### src/rtl/encoder_scan_pkg.sv
// Shared definitions for the scanning encoder family: FSM state encoding and
// the default output-code width.
package encoder_scan_pkg;

  localparam int DEFAULT_N_OUT = 2;

  typedef enum logic [1:0] {
    ST_IDLE = 2'd0,
    ST_SCAN = 2'd1,
    ST_DONE = 2'd2
  } state_t;

endpackage

### src/rtl/encoder_scan_if.sv
// Input-word and result handshakes of the scanning encoder.
// The master side drives words in and accepts results; the slave side is the encoder.
interface encoder_scan_if #(
  parameter int N_OUT = encoder_scan_pkg::DEFAULT_N_OUT,
  parameter int WIDTH = 2 ** N_OUT
);

  logic             in_valid;
  logic             in_ready;
  logic [WIDTH-1:0] in_data;
  logic             out_valid;
  logic             out_ready;
  logic [N_OUT-1:0] out_code;
  logic             out_found;
  logic             out_multi;

  modport master (
    output in_valid, in_data, out_ready,
    input  in_ready, out_valid, out_code, out_found, out_multi
  );

  modport slave (
    input  in_valid, in_data, out_ready,
    output in_ready, out_valid, out_code, out_found, out_multi
  );

endinterface

### src/rtl/encoder_scan_ctrl.sv
// Sequencer for the scanning encoder: handshakes, MSB-first bit index and
// end-of-scan strobe.
//
//   state   | meaning
//   --------+-----------------------------------------------------------
//   ST_IDLE | in_ready high, waiting for a word
//   ST_SCAN | one captured bit examined per cycle, idx WIDTH-1 down to 0
//   ST_DONE | out_valid high, result held until out_ready
module encoder_scan_ctrl
  import encoder_scan_pkg::*;
#(
  parameter int N_OUT = DEFAULT_N_OUT,
  parameter int WIDTH = 2 ** N_OUT
) (
  input  logic             clk,
  input  logic             rst,
  input  logic             in_valid,
  input  logic             out_ready,
  output logic             in_ready,
  output logic             out_valid,
  output logic             accept,
  output logic             scan_en,
  output logic [N_OUT-1:0] bit_idx,
  output logic             done
);

  state_t           state_q;
  state_t           state_nxt;
  logic [N_OUT-1:0] idx_q;
  logic             in_ready_q;
  logic             out_valid_q;

  // Handshake strobes decoded from the registered state.
  assign accept  = (state_q == ST_IDLE) && in_valid;
  assign scan_en = (state_q == ST_SCAN);
  assign done    = (state_q == ST_SCAN) && (idx_q == '0);
  assign bit_idx = idx_q;

  // Next-state logic; idx==0 ends the scan so the counter never wraps.
  always_comb begin
    state_nxt = state_q;
    case (state_q)
      ST_IDLE: if (in_valid)        state_nxt = ST_SCAN;
      ST_SCAN: if (idx_q == '0)     state_nxt = ST_DONE;
      ST_DONE: if (out_ready)       state_nxt = ST_IDLE;
      default:                      state_nxt = ST_IDLE;
    endcase
  end

  // State, scan counter and the registered handshake outputs.
  always_ff @(posedge clk) begin
    if (rst) begin
      state_q     <= ST_IDLE;
      idx_q       <= '0;
      in_ready_q  <= 1'b1;
      out_valid_q <= 1'b0;
    end else begin
      state_q     <= state_nxt;
      in_ready_q  <= (state_nxt == ST_IDLE);
      out_valid_q <= (state_nxt == ST_DONE);
      if (accept) begin
        idx_q <= N_OUT'(WIDTH - 1);
      end else if (scan_en && (idx_q != '0)) begin
        idx_q <= idx_q - N_OUT'(1);
      end
    end
  end

  assign in_ready  = in_ready_q;
  assign out_valid = out_valid_q;

endmodule

### src/rtl/encoder_scan.sv
// Sequential priority encoder: captures a word, scans it MSB first and reports
// the highest set index with found/multi-hot flags.
module encoder_scan
  import encoder_scan_pkg::*;
#(
  parameter int N_OUT = DEFAULT_N_OUT,
  parameter int WIDTH = 2 ** N_OUT
) (
  input logic          clk,
  input logic          rst,
  encoder_scan_if.slave bus
);

  logic             accept;
  logic             scan_en;
  logic             done;
  logic [N_OUT-1:0] bit_idx;

  logic [WIDTH-1:0] cap_q;
  logic [N_OUT-1:0] code_q, code_nxt;
  logic             found_q, found_nxt;
  logic             multi_q, multi_nxt;
  logic [N_OUT-1:0] out_code_q;
  logic             out_found_q;
  logic             out_multi_q;

  encoder_scan_ctrl #(
    .N_OUT (N_OUT),
    .WIDTH (WIDTH)
  ) u_ctrl (
    .clk       (clk),
    .rst       (rst),
    .in_valid  (bus.in_valid),
    .out_ready (bus.out_ready),
    .in_ready  (bus.in_ready),
    .out_valid (bus.out_valid),
    .accept    (accept),
    .scan_en   (scan_en),
    .bit_idx   (bit_idx),
    .done      (done)
  );

  // The first set bit met while scanning downward is the highest; later ones flag multi-hot.
  always_comb begin
    code_nxt  = code_q;
    found_nxt = found_q;
    multi_nxt = multi_q;
    if (scan_en && cap_q[bit_idx]) begin
      if (!found_q) begin
        code_nxt  = bit_idx;
        found_nxt = 1'b1;
      end else begin
        multi_nxt = 1'b1;
      end
    end
  end

  // Capture and running result; the visible outputs load only at end of scan,
  // so they hold the previous result until the next DONE.
  always_ff @(posedge clk) begin
    if (rst) begin
      cap_q       <= '0;
      code_q      <= '0;
      found_q     <= 1'b0;
      multi_q     <= 1'b0;
      out_code_q  <= '0;
      out_found_q <= 1'b0;
      out_multi_q <= 1'b0;
    end else begin
      if (accept) begin
        cap_q   <= bus.in_data;
        code_q  <= '0;
        found_q <= 1'b0;
        multi_q <= 1'b0;
      end else begin
        code_q  <= code_nxt;
        found_q <= found_nxt;
        multi_q <= multi_nxt;
      end
      if (done) begin
        out_code_q  <= code_nxt;
        out_found_q <= found_nxt;
        out_multi_q <= multi_nxt;
      end
    end
  end

  assign bus.out_code  = out_code_q;
  assign bus.out_found = out_found_q;
  assign bus.out_multi = out_multi_q;

endmodule

### src/flat_wrapper.sv
// flat-port wrapper written by rule: the top's interface ports become plain ports
module encoder_scan_flat import encoder_scan_pkg::*;
#(
  parameter int N_OUT = DEFAULT_N_OUT,
  parameter int WIDTH = 2 ** N_OUT
)
  (clk, rst, bus_in_valid, bus_in_data, bus_out_ready, bus_in_ready, bus_out_valid, bus_out_code, bus_out_found, bus_out_multi);
  encoder_scan_if #(.N_OUT(N_OUT), .WIDTH(WIDTH)) bus_i ();
  input logic clk;
  input logic rst;
  input wire logic [$bits(bus_i.in_valid)-1:0] bus_in_valid;
  input wire logic [$bits(bus_i.in_data)-1:0] bus_in_data;
  input wire logic [$bits(bus_i.out_ready)-1:0] bus_out_ready;
  output wire logic [$bits(bus_i.in_ready)-1:0] bus_in_ready;
  output wire logic [$bits(bus_i.out_valid)-1:0] bus_out_valid;
  output wire logic [$bits(bus_i.out_code)-1:0] bus_out_code;
  output wire logic [$bits(bus_i.out_found)-1:0] bus_out_found;
  output wire logic [$bits(bus_i.out_multi)-1:0] bus_out_multi;
  assign bus_i.in_valid = bus_in_valid;
  assign bus_i.in_data = bus_in_data;
  assign bus_i.out_ready = bus_out_ready;
  assign bus_in_ready = bus_i.in_ready;
  assign bus_out_valid = bus_i.out_valid;
  assign bus_out_code = bus_i.out_code;
  assign bus_out_found = bus_i.out_found;
  assign bus_out_multi = bus_i.out_multi;
  encoder_scan #(.N_OUT(N_OUT), .WIDTH(WIDTH)) u_core (.clk(clk), .rst(rst), .bus(bus_i));
endmodule
### config.mk
export PLATFORM = sky130hd
export DESIGN_NAME = encoder_scan_flat
export DESIGN_NICKNAME = d
export VERILOG_FILES = /design/src/rtl/encoder_scan_pkg.sv /design/src/rtl/encoder_scan_if.sv /design/src/rtl/encoder_scan_ctrl.sv /design/src/rtl/encoder_scan.sv /design/src/flat_wrapper.sv
export SDC_FILE = /design/constraint.sdc
export NUM_CORES = 1
export LEC_CHECK = 0
export ABC_AREA = 1
export CAP_MARGIN = 15
export CORE_MARGIN = 2
export CORE_UTILIZATION = 30
export DETAILED_ROUTE_END_ITERATION = 16
export PLACE_DENSITY = 0.54
export SYNTH_ARGS = -nofsm -noshare
export SYNTH_HDL_FRONTEND = slang
export SYNTH_SLANG_ARGS = --single-unit
### constraint.sdc
create_clock -name clk -period 2.87 [get_ports clk]
set_input_delay 0.574 -clock clk [delete_from_list [all_inputs] [get_ports clk]]
set_output_delay 0.574 -clock clk [all_outputs]
set_load 0.02 [all_outputs]
======== Word-level counts from Yosys, hierarchy flattened ========
Index checks and enable logic that the tools add are counted.
word-level totals
  input port bits ......................... 8
  output and inout port bits .............. 6
  register bits after elaboration ......... 18
  word-level logic and storage cells ...... 39
operators by class
  magnitude comparators ................... 1
  muxes and demuxes ....................... 13
  reduce and logical (&&, ||, !) cells .... 10
  equal/unequal tests ..................... 3
  $add $sub $neg .......................... 1
operators with widths
  kind                                                                          number
  2-bit 2-to-1 mux                                                              7
  2-bit logical NOT                                                             3
  2-bit one-hot mux with 3 select lines                                         1
  2-bit equality test, second input constant                                    2
  1-bit logical AND                                                             4
  1-bit 2-to-1 mux                                                              4
  2-bit nonzero test                                                            2
  2-bit by 3-bit less-than comparator with 1-bit output, second input constant  1
  1-bit binary-select mux with 2-bit select                                     1
  2-bit by 1-bit equality test with 1-bit output, second input constant         1
  2-bit OR reduction                                                            1
  2-bit by 1-bit subtractor with 2-bit output, second input constant            1

======== Depth between registers and ports, before layout ========
Gate-level depths: netlist of the first run.
  depth in word-level cells ............... 4
  mapped depth ............................ 9
  mapped depth without buffers ............ 9

======== By module ========
Synthesis of the first run repeated with hierarchy kept, for this count alone.
unflattened totals
  cell total of the unflattened synthesis .. 114
  area total of the unflattened synthesis .. 834.6 um^2
modules (own cells, without submodules)
  module             times used  cells an instance  area each (um^2)
  encoder_scan       1           74                 539.3
  encoder_scan_ctrl  1           40                 295.3

======== Worst setup path before layout of the first run ========
No wires, ideal clock.
  path kind ............................... reg2reg
  from .................................... register u_core.u_ctrl.idx_q[0] (netlist: u_core.u_ctrl.bit_idx[0])
  to ...................................... register u_core.out_code_q[0] (netlist: u_core.bus.out_code[0])
  arrival ................................. 1.051 ns
  path buffers ............................ 0
  data required time ...................... 2.761 ns
  stages on the path, launching flop included .. 8
  slack ................................... 1.710 ns
  cell sequence ........................... dfxtp_1 inv_2 ha_1 nand2_2 clkinv_2 o21a_1 nand2_1 inv_1
between the ends
  longest elaborated chain between the ends .. 4
ends and longest elaborated chain
  what                                       line                     RTL
  from (decl)                                encoder_scan_ctrl.sv:29  logic [N_OUT-1:0] idx_q;
  from (signal assigned)                     encoder_scan_ctrl.sv:62  idx_q <= N_OUT'(WIDTH - 1);
  from (signal assigned)                     encoder_scan_ctrl.sv:64  idx_q <= idx_q - N_OUT'(1);
  1-bit binary-select mux with 2-bit select  encoder_scan.sv:48       if (scan_en && cap_q[bit_idx]) begin
  1-bit 2-to-1 mux (not written as such)     encoder_scan.sv:48
  1-bit logical AND                          encoder_scan.sv:48
  2-bit 2-to-1 mux                           encoder_scan.sv:48
  to (signal assigned)                       encoder_scan.sv:81       out_code_q <= code_nxt;
  to (decl)                                  encoder_scan.sv:23       logic [N_OUT-1:0] out_code_q;
Parallel ways exist; a longest one is shown, timed or not. The select of a mux whose other input is x is not followed.
A chain may end at the register's enable or synchronous reset.

======== Worst setup path in the final report of the first run ========
  from .................................... register u_core.out_multi_q (netlist: u_core.bus.out_multi)
  to ...................................... output bus_out_multi
RTL lines
  what                    line                RTL
  from (decl)             encoder_scan.sv:25  logic out_multi_q;
  from (signal assigned)  encoder_scan.sv:83  out_multi_q <= multi_nxt;
  to (decl)               flat_wrapper.sv:18  output wire logic [$bits(bus_i.out_multi)-1:0] bus_out_multi;
No word-level cell between the ends.

==> summary.txt, run 1 <==
Place
  • Gp weighted congestion: 0.804
  • Port Buf Inserts: 13
  • Dpl ws: 1120 ps
  • Hpwl dp: 1100 um

Route
  • Routed WL: 1390 um
  • Residual DRC count: 0
  • DR vias/cell: 4.40
  • Vias after detailed routing: 642
  • ANT nets after route: 0
  • WL per Instance: 9.54 um
  • Initial DRC Count: 6
  • DRT Pass-1 Iters: 4

STA
  • RSZ-0062 raised after global routing: no
  • Final setup fails: 0
  • Fin. Hold Viols: 0
  • FMAX: 552 MHz
  • Fin. max-slew vios: 0
  • Worst setup margin: 1060 ps
  • Fin crit period: 1810 ps
  • Slew headroom: 82.7%
  • Tcrit/Tclk final: 63.1%
  • Slew @ Worst Pin: 259 ps
  • Worst clock skew: 5.59 ps
  • Setup_tns: 0 ps

Floorplanning
  • Initial Util: 31.7%
  • Core outline area: 0.00245 mm2
  • Chip height: 54.9 um
  • Die X: 54.9 um
  • Die ar.: 0.00301 mm2
  • IO Pins: 14
  • FP Rows: 18

Yosys
  • Seq/Total Area, Yosys: 46.4%
  • Register bit total from synthesis: 18
  • Synthesized instance count: 100
  • Mapped Area: 777 um2
  • Synthesized Nets: 109
  • YS warnings: 0
  • Post-synthesis area per instance: 7.77 um2
  • Synth cell types: 17

Clock network
  • Clk_lat worst skew: 290 ps
  • H-tree levels: 1
  • TritonCTS clock tree: built
  • Max clock buf depth: 2
  • Cts hold-fix bufs: 0
  • Clock transition at path regs: 100 ps
  • Clk sinks: 18
  • CTS resizes: 0
  • Post-CTS Setup Bufs: 0
  • Clk Tree Root Cell: clkbuf_4
  • CTS Buf Count: 3

Power
  • Lkg Pwr: 0.000415 uW
  • Max VDD drop: 314 uV
  • PwrDens: 608 mW/mm2

Worst setup path
  • Type of origin of the critical path: flop
  • Crit path DAT: 1240 ps
  • Largest stage delay, worst path: 600 ps
  • Setup Crit Path Kind: flop to output pin
  • Req. time, crit path: 2300 ps
  • CP Capture Type: output pin
  • Worst Path Buf+Inv: 1
  • CP delay by family, top: buffers and inverters
  • Worst-path fanout max: 2
  • CP max stage cell: clkdlybuf4s50_1
  • Worst-path cell chain: clkdlybuf4s50_1

Cells and area
  • Multi-input gate area: 329 um2
  • Sequential cell area: 360 um2
  • Antenna cells: 0
  • Filler cells: 269
  • Share of cells above drive strength 1: 17.2%
  • Nets: 126
  • Area grow syn2layout: 24.8%

Global route
  • First-pass GRT wire length: 2340 um
  • Largest net degree at the start of global routing: 12
  • Total gr overflow: 0
  • Overall Global Routing Usage: 11.4%
  • Vias in the first global route: 542
  • Initial antenna violation count: 0

Flow run
  • Max-Cap Viols: 0

Status
  • Status: completed

Min path
  • Tightest Hold Check Type: flop to flop
area by class of cell:
type                       instances  share of cell area, %
multi-input combinational         61                   33.9
timing repair buffer              13                   13.4
clock buffer                       4                   3.74
tap                               30                   3.87
sequential                        18                   37.2
inverter                          20                   7.87
metal layers:
metal  up-vias  global-route usage (%)  routed length, um
li1        349                       -                  -
met1       281                    13.4                655
met2        10                    18.1                661
met3         2                    5.65                 61
met4         0                    3.66                 15
met5         -                       0                  0
power breakdown:
part / internal, uW / leakage, uW / total, uW / switching (uW)
logic: 61.3 / 0.000247 / 147 / 85.8
registers: 274 / 0.000148 / 287 / 13.2
clock network: 77.3 / 0.0000210 / 155 / 78.0
cell families after synthesis:
group / count (synthesis) / share of synthesized area, %
AOI/OAI and AO/OA: 22 / 15.8
adders and majority gates: 1 / 1.61
buffers and inverters: 21 / 11.3
DFF: 18 / 46.4
and+or+nand+nor: 38 / 25.0
synthesized netlist by cell type:
cell	instances	area [um2]
nand3_2	3	30.0
o31ai_1	1	7.51
nand2_1	17	63.8
clkinv_2	1	5.00
nor2_1	4	15.0
ha_1	1	12.5
a21oi_1	10	50.1
o21ai_0	7	35.0
o21a_1	4	30.0
nand2_2	5	31.3
inv_2	4	15.0
nand3_1	6	30.0
buf_6	1	11.3
inv_1	15	56.3
dfxtp_1	18	360
nor2_2	2	12.5
nor2_4	1	11.3
flip-flops by register name (all words and copies together), names as in the netlist, 2 cells and up:
name,count
u_core.u_ctrl.bit_idx,2
u_core.bus.out_code,2
u_core.cap_q,4
u_core.code_q,2
u_core.u_ctrl.state_q,2
layout by cell type (no fill, tap or decap), drive strengths merged:
cell            n
clkdlybuf4s50  13
ha              1
nand2          22
clkbuf          4
o21a            4
o21ai           7
clkinv          1
nand3           9
dfxtp          18
o31ai           1
nor2            7
inv            19
a21oi          10
path summary, 6_finish.rpt:
| path | startpoint | endpoint | slack, ps | depth (start not counted) |
|---|---|---|---|---|
| min reg2reg | u_core.cap_q[3]$_SDFFE_PP0P_ | u_core.cap_q[3]$_SDFFE_PP0P_ | 460 | 2 |
| min | u_core.cap_q[3]$_SDFFE_PP0P_ | u_core.cap_q[3]$_SDFFE_PP0P_ | 460 | 2 |
| max reg2reg | u_core.u_ctrl.bit_idx[0]$_SDFFE_PP0P_ | u_core.bus.out_found$_SDFFE_PP0P_ | 1560 | 7 |
| max | u_core.bus.out_multi$_SDFFE_PP0P_ | bus_out_multi | 1060 | 1 |
per-stage QoR:
stage | util, % | total power (uW) | hold slack [ps] | cell area (um2) | cells
CTS | 39.5 | 601 | 467 | 970 | 146
finish | 39.5 | 590 | 460 | 970 | 146
detailed placement | 38.0 | 443 | 451 | 933 | 142
global route | 39.5 | 633 | 483 | 970 | 146
global placement | 38.0 | 441 | 448 | 933 | 142
floorplan | - | 397 | 429 | 777 | 100
Power figures use the tool's default switching activity.
==> inputs of run 2 (changes only) <==
- clock period: 2.87 -> 1.8 ns (I/O delays scaled with it)
==> run 2 against run 1 <==
Worst setup slack got worse by 860 ps. Flip-flop and latch count unchanged. Register-to-register slack got worse by 1000 ps. Sequential share of layout area decreased by 0.29 points. Total power increased by 59%.
==> summary.txt, run 2 (same netlist as run 1, synthesis figures left out) <==
Status
  • Status: completed

STA
  • Fin crit period: 1600 ps
  • Tcrit/Tclk final: 88.9%
  • RSZ-0062 raised after global routing: no
  • Slew @ Worst Pin: 221 ps
  • Final setup fails: 0
  • Worst clock skew: 7.72 ps
  • FMAX: 625 MHz
  • Fin. max-slew vios: 0
  • Fin. Hold Viols: 0
  • Setup_tns: 0 ps
  • Slew headroom: 85.2%

Global route
  • Largest net degree at the start of global routing: 12
  • Total gr overflow: 0
  • Vias in the first global route: 559
  • Overall Global Routing Usage: 10.3%
  • Initial antenna violation count: 0
  • First-pass GRT wire length: 2150 um

Floorplanning
  • FP Rows: 18
  • Chip height: 54.9 um
  • Die ar.: 0.00301 mm2
  • Initial Util: 31.7%
  • Die X: 54.9 um
  • IO Pins: 14
  • Core outline area: 0.00245 mm2

Min path
  • Tightest Hold Check Type: flop to flop

Worst setup path
  • CP Capture Type: output pin
  • Setup Crit Path Kind: flop to output pin
  • CP max stage cell: clkdlybuf4s50_1
  • Worst-path fanout max: 2
  • Largest stage delay, worst path: 600 ps
  • Worst-path cell chain: clkdlybuf4s50_1
  • CP delay by family, top: buffers and inverters
  • Crit path DAT: 1240 ps
  • Type of origin of the critical path: flop
  • Req. time, crit path: 1440 ps
  • Worst Path Buf+Inv: 1

Clock network
  • Clk Tree Root Cell: clkbuf_4
  • Post-CTS Setup Bufs: 0
  • Max clock buf depth: 2
  • CTS Buf Count: 3
  • Clk_lat worst skew: 290 ps
  • Clock transition at path regs: 110 ps
  • CTS resizes: 0
  • Clk sinks: 18
  • H-tree levels: 1
  • TritonCTS clock tree: built
  • Cts hold-fix bufs: 0

Cells and area
  • Fin util: 39.8%
  • Area grow syn2layout: 25.8%
  • Antenna cells: 0
  • Most common cell after layout, fill and taps aside: dfxtp_1
  • Share of cells above drive strength 1: 17.9%
  • Final Non-Filler Cells: 147
  • Nets: 127
  • Commonest cells after routing, fill and taps aside: dfxtp_1, nand2_1, inv_1
  • Max reg flops: 4
  • Reg with most FFs: u_core.cap_q

Power
  • Register share of total power: 48.8%
  • Comb pwr share: 24.8%
  • Power Total: 940 uW
  • P_sw: 280 uW
  • Clock power frac: 26.4%
  • Lkg Pwr: 0.000420 uW
  • Internal power: 659 uW
  • Switching portion of total power: 29.8%
  • PwrDens: 961 mW/mm2
  • Max VDD drop: 415 uV

Route
  • WL per Instance: 9.16 um
  • Residual DRC count: 0
  • DRT Pass-1 Iters: 4
  • Vias after detailed routing: 642
  • Routed WL: 1350 um
  • ANT nets after route: 0
  • DR vias/cell: 4.37
  • Initial DRC Count: 4

Flow run
  • Max-Cap Viols: 0

Place
  • Cells after DPL: 143
  • Port Buf Inserts: 13
  • Gp weighted congestion: 0.750
  • Hpwl dp: 1040 um
-- run 2: layout make-up --
cell class | instances | area, um2
multi-input cells | 61 | 329
flip-flops and latches | 18 | 360
repair buffers | 14 | 138
clock buffers | 4 | 36.3
inverters | 20 | 76.3
well taps | 30 | 37.5
fillers | 260 | 1480
-- run 2: layer usage --
metal,vias up,GRT usage (%),wire length (um),share of wire [%]
li1,348,-,-,-
met1,276,12.6,648,48
met2,16,16.3,608,45
met3,2,2.42,77,5.7
met4,0,6.10,12,0.89
met5,-,0,0,0
-- run 2: power by group through the flow --
stage	sequential (uW)	combinational [uW]	clock, uW
after floorplan	485	148	0
after global placement	467	234	0
after detailed placement	468	236	0
after CTS	459	237	261
after global routing	463	264	275
final	458	233	248
-- run 2: stage by stage --
stage	cell area, um2	worst slack, ps	hold WS [ps]
floorplan	777	640	429
global placement	941	307	448
detailed placement	941	265	460
CTS	977	183	477
global route	977	137	486
finish	977	199	469
-- run 2: final timing paths --
check	startpoint	end	slack, ps	cells after the start
hold reg to reg	u_core.cap_q[3]$_SDFFE_PP0P_	u_core.cap_q[3]$_SDFFE_PP0P_	470	2
setup / recovery	u_core.bus.out_multi$_SDFFE_PP0P_	bus_out_multi	200	1
setup reg to reg	u_core.u_ctrl.bit_idx[0]$_SDFFE_PP0P_	u_core.bus.out_code[0]$_SDFFE_PP0P_	520	7
hold / removal	u_core.cap_q[3]$_SDFFE_PP0P_	u_core.cap_q[3]$_SDFFE_PP0P_	470	2
==> inputs of run 3 (changes only) <==
--- a/config.mk
+++ b/config.mk
@@ -9,2 +9,3 @@
 export CAP_MARGIN = 15
+export CORE_ASPECT_RATIO = 1.2
 export CORE_MARGIN = 2
--- a/constraint.sdc
+++ b/constraint.sdc
@@ -3,2 +3,2 @@
 set_output_delay 0.36 -clock clk [all_outputs]
-set_load 0.02 [all_outputs]
+set_load 0.005 [all_outputs]
==> run 3 against run 2 <==
Largest cell class unchanged. Largest power group unchanged. Clock-buffer cell count decreased by 1. First-iteration DRC count increased to 2.5 times the previous value. Global-route usage increased by 0.55 points. Via count increased by 1.6%.
==> summary.txt, run 3 (same netlist as run 1, synthesis figures left out) <==
STA
  • Worst setup margin: 317 ps
  • Slew headroom: 82.8%
  • Slew @ Worst Pin: 257 ps
  • Setup_tns: 0 ps
  • Worst clock skew: 4.60 ps
  • Final setup fails: 0
  • Tcrit/Tclk final: 82.4%
  • Fin. Hold Viols: 0
  • Fin. max-slew vios: 0
  • RSZ-0062 raised after global routing: no
  • FMAX: 674 MHz
  • Fin crit period: 1480 ps

Route
  • WL per Instance: 9.71 um
  • Initial DRC Count: 10
  • ANT nets after route: 0
  • Vias after detailed routing: 652
  • DR vias/cell: 4.38
  • Residual DRC count: 0
  • Routed WL: 1450 um
  • DRT Pass-1 Iters: 5

Worst setup path
  • Origin of the critical flop-to-flop path: u_core.u_ctrl.bit_idx[0]$_SDFFE_PP0P_
  • Req. time, crit path: 1440 ps
  • Worst Setup SP: u_core.bus.out_code[1]$_SDFFE_PP0P_
  • Crit path DAT: 1120 ps
  • Type of origin of the critical path: flop
  • CP Capture Type: output pin
  • Worst-path cell chain: clkdlybuf4s50_1
  • CP delay by family, top: buffers and inverters
  • Setup Crit Path Kind: flop to output pin
  • Worst-path fanout max: 2
  • CP max stage cell: clkdlybuf4s50_1
  • Largest stage delay, worst path: 500 ps
  • Worst Path Buf+Inv: 1

Global route
  • Initial antenna violation count: 0
  • Total gr overflow: 0
  • GR Util met3: 3.00%
  • Vias in the first global route: 591
  • Overall Global Routing Usage: 10.8%
  • Met1 Resource Use GR: 12.9%
  • Largest net degree at the start of global routing: 12
  • Grt peak-use layer: met2
  • M2 GR Usage: 16.4%
  • First-pass GRT wire length: 2400 um

Floorplanning
  • IO Pins: 14
  • Die X: 50.5 um
  • FP Rows: 20
  • Die ar.: 0.00301 mm2
  • Initial Util: 31.0%
  • Core outline area: 0.00250 mm2
  • Chip height: 59.8 um

Clock network
  • Clk Tree Root Cell: clkbuf_4
  • CTS resizes: 0
  • Max clock buf depth: 2
  • Post-CTS Setup Bufs: 0
  • Clk sinks: 18
  • TritonCTS clock tree: built
  • Clk_lat worst skew: 280 ps
  • CTS Buf Count: 3
  • H-tree levels: 1
  • Cts hold-fix bufs: 0
  • Clock transition at path regs: 100 ps

Power
  • Power Total: 867 uW
  • Lkg Pwr: 0.000413 uW
  • PwrDens: 897 mW/mm2
  • Max VDD drop: 454 uV

Cells and area
  • Nets: 127
  • Max reg flops: 4
  • Most common cell after layout, fill and taps aside: dfxtp_1
  • Area grow syn2layout: 24.5%
  • Filler cells: 277
  • Commonest cells after routing, fill and taps aside: dfxtp_1, nand2_1, inv_1
  • Sequential cell area: 360 um2
  • Reg with most FFs: u_core.cap_q
  • Antenna cells: 0
  • Multi-input gate area: 329 um2
  • Share of cells above drive strength 1: 17.2%

Flow run
  • Max-Cap Viols: 0

Status
  • Status: completed

Place
  • Gp weighted congestion: 0.739
  • Hpwl dp: 1110 um
  • Dpl ws: 264 ps
  • Port Buf Inserts: 13

Min path
  • Min-delay src: u_core.cap_q[3]$_SDFFE_PP0P_
  • Tightest Hold Check Type: flop to flop
run 3: per-layer routing:
metal / share of wire (%) / wire, um
met5: 0 / 0
met1: 48 / 694
met2: 47 / 674
met3: 2.1 / 31
met4: 3.2 / 46
run 3: layout make-up:
type,instances,area share [%]
flip-flops and latches,18,37.3
multi-input cells,61,34.0
repair buffers,14,14.2
inverters,20,7.89
well taps,33,4.27
clock buffers,3,2.33
run 3: worst register-to-register path: stages, from the launching register on:
cell	delay, ps
dfxtp_1	400
inv_2	90
ha_1	220
nand2_2	90
clkinv_2	120
o21a_1	200
nand2_1	60
inv_1	40
run 3: worst paths after layout:
check	endpoint	slack (ps)	depth (start not counted)
worst max-delay path	bus_out_code[1]	320	1
worst min-delay path	u_core.cap_q[3]$_SDFFE_PP0P_	470	2
worst max register to register	u_core.bus.out_multi$_SDFFE_PP0P_	500	7
worst min register to register	u_core.cap_q[3]$_SDFFE_PP0P_	470	2
run 3: through the flow:
stage               hold slack (ps)  instance area (um2)  utilization, %  cells
floorplan                       429                  777               -    100
global placement                444                  945            37.8    146
detailed placement              451                  945            37.8    146
CTS                             467                  967            38.7    149
global route                    479                  967            38.7    149
finish                          466                  967            38.7    149
run 3: power by group:
part / switching [uW] / leakage [uW] / internal, uW
clock: 114 / 0.0000138 / 77.7
combinational: 118 / 0.000252 / 99.0
sequential: 21.3 / 0.000148 / 437
total: 253 / 0.000413 / 614
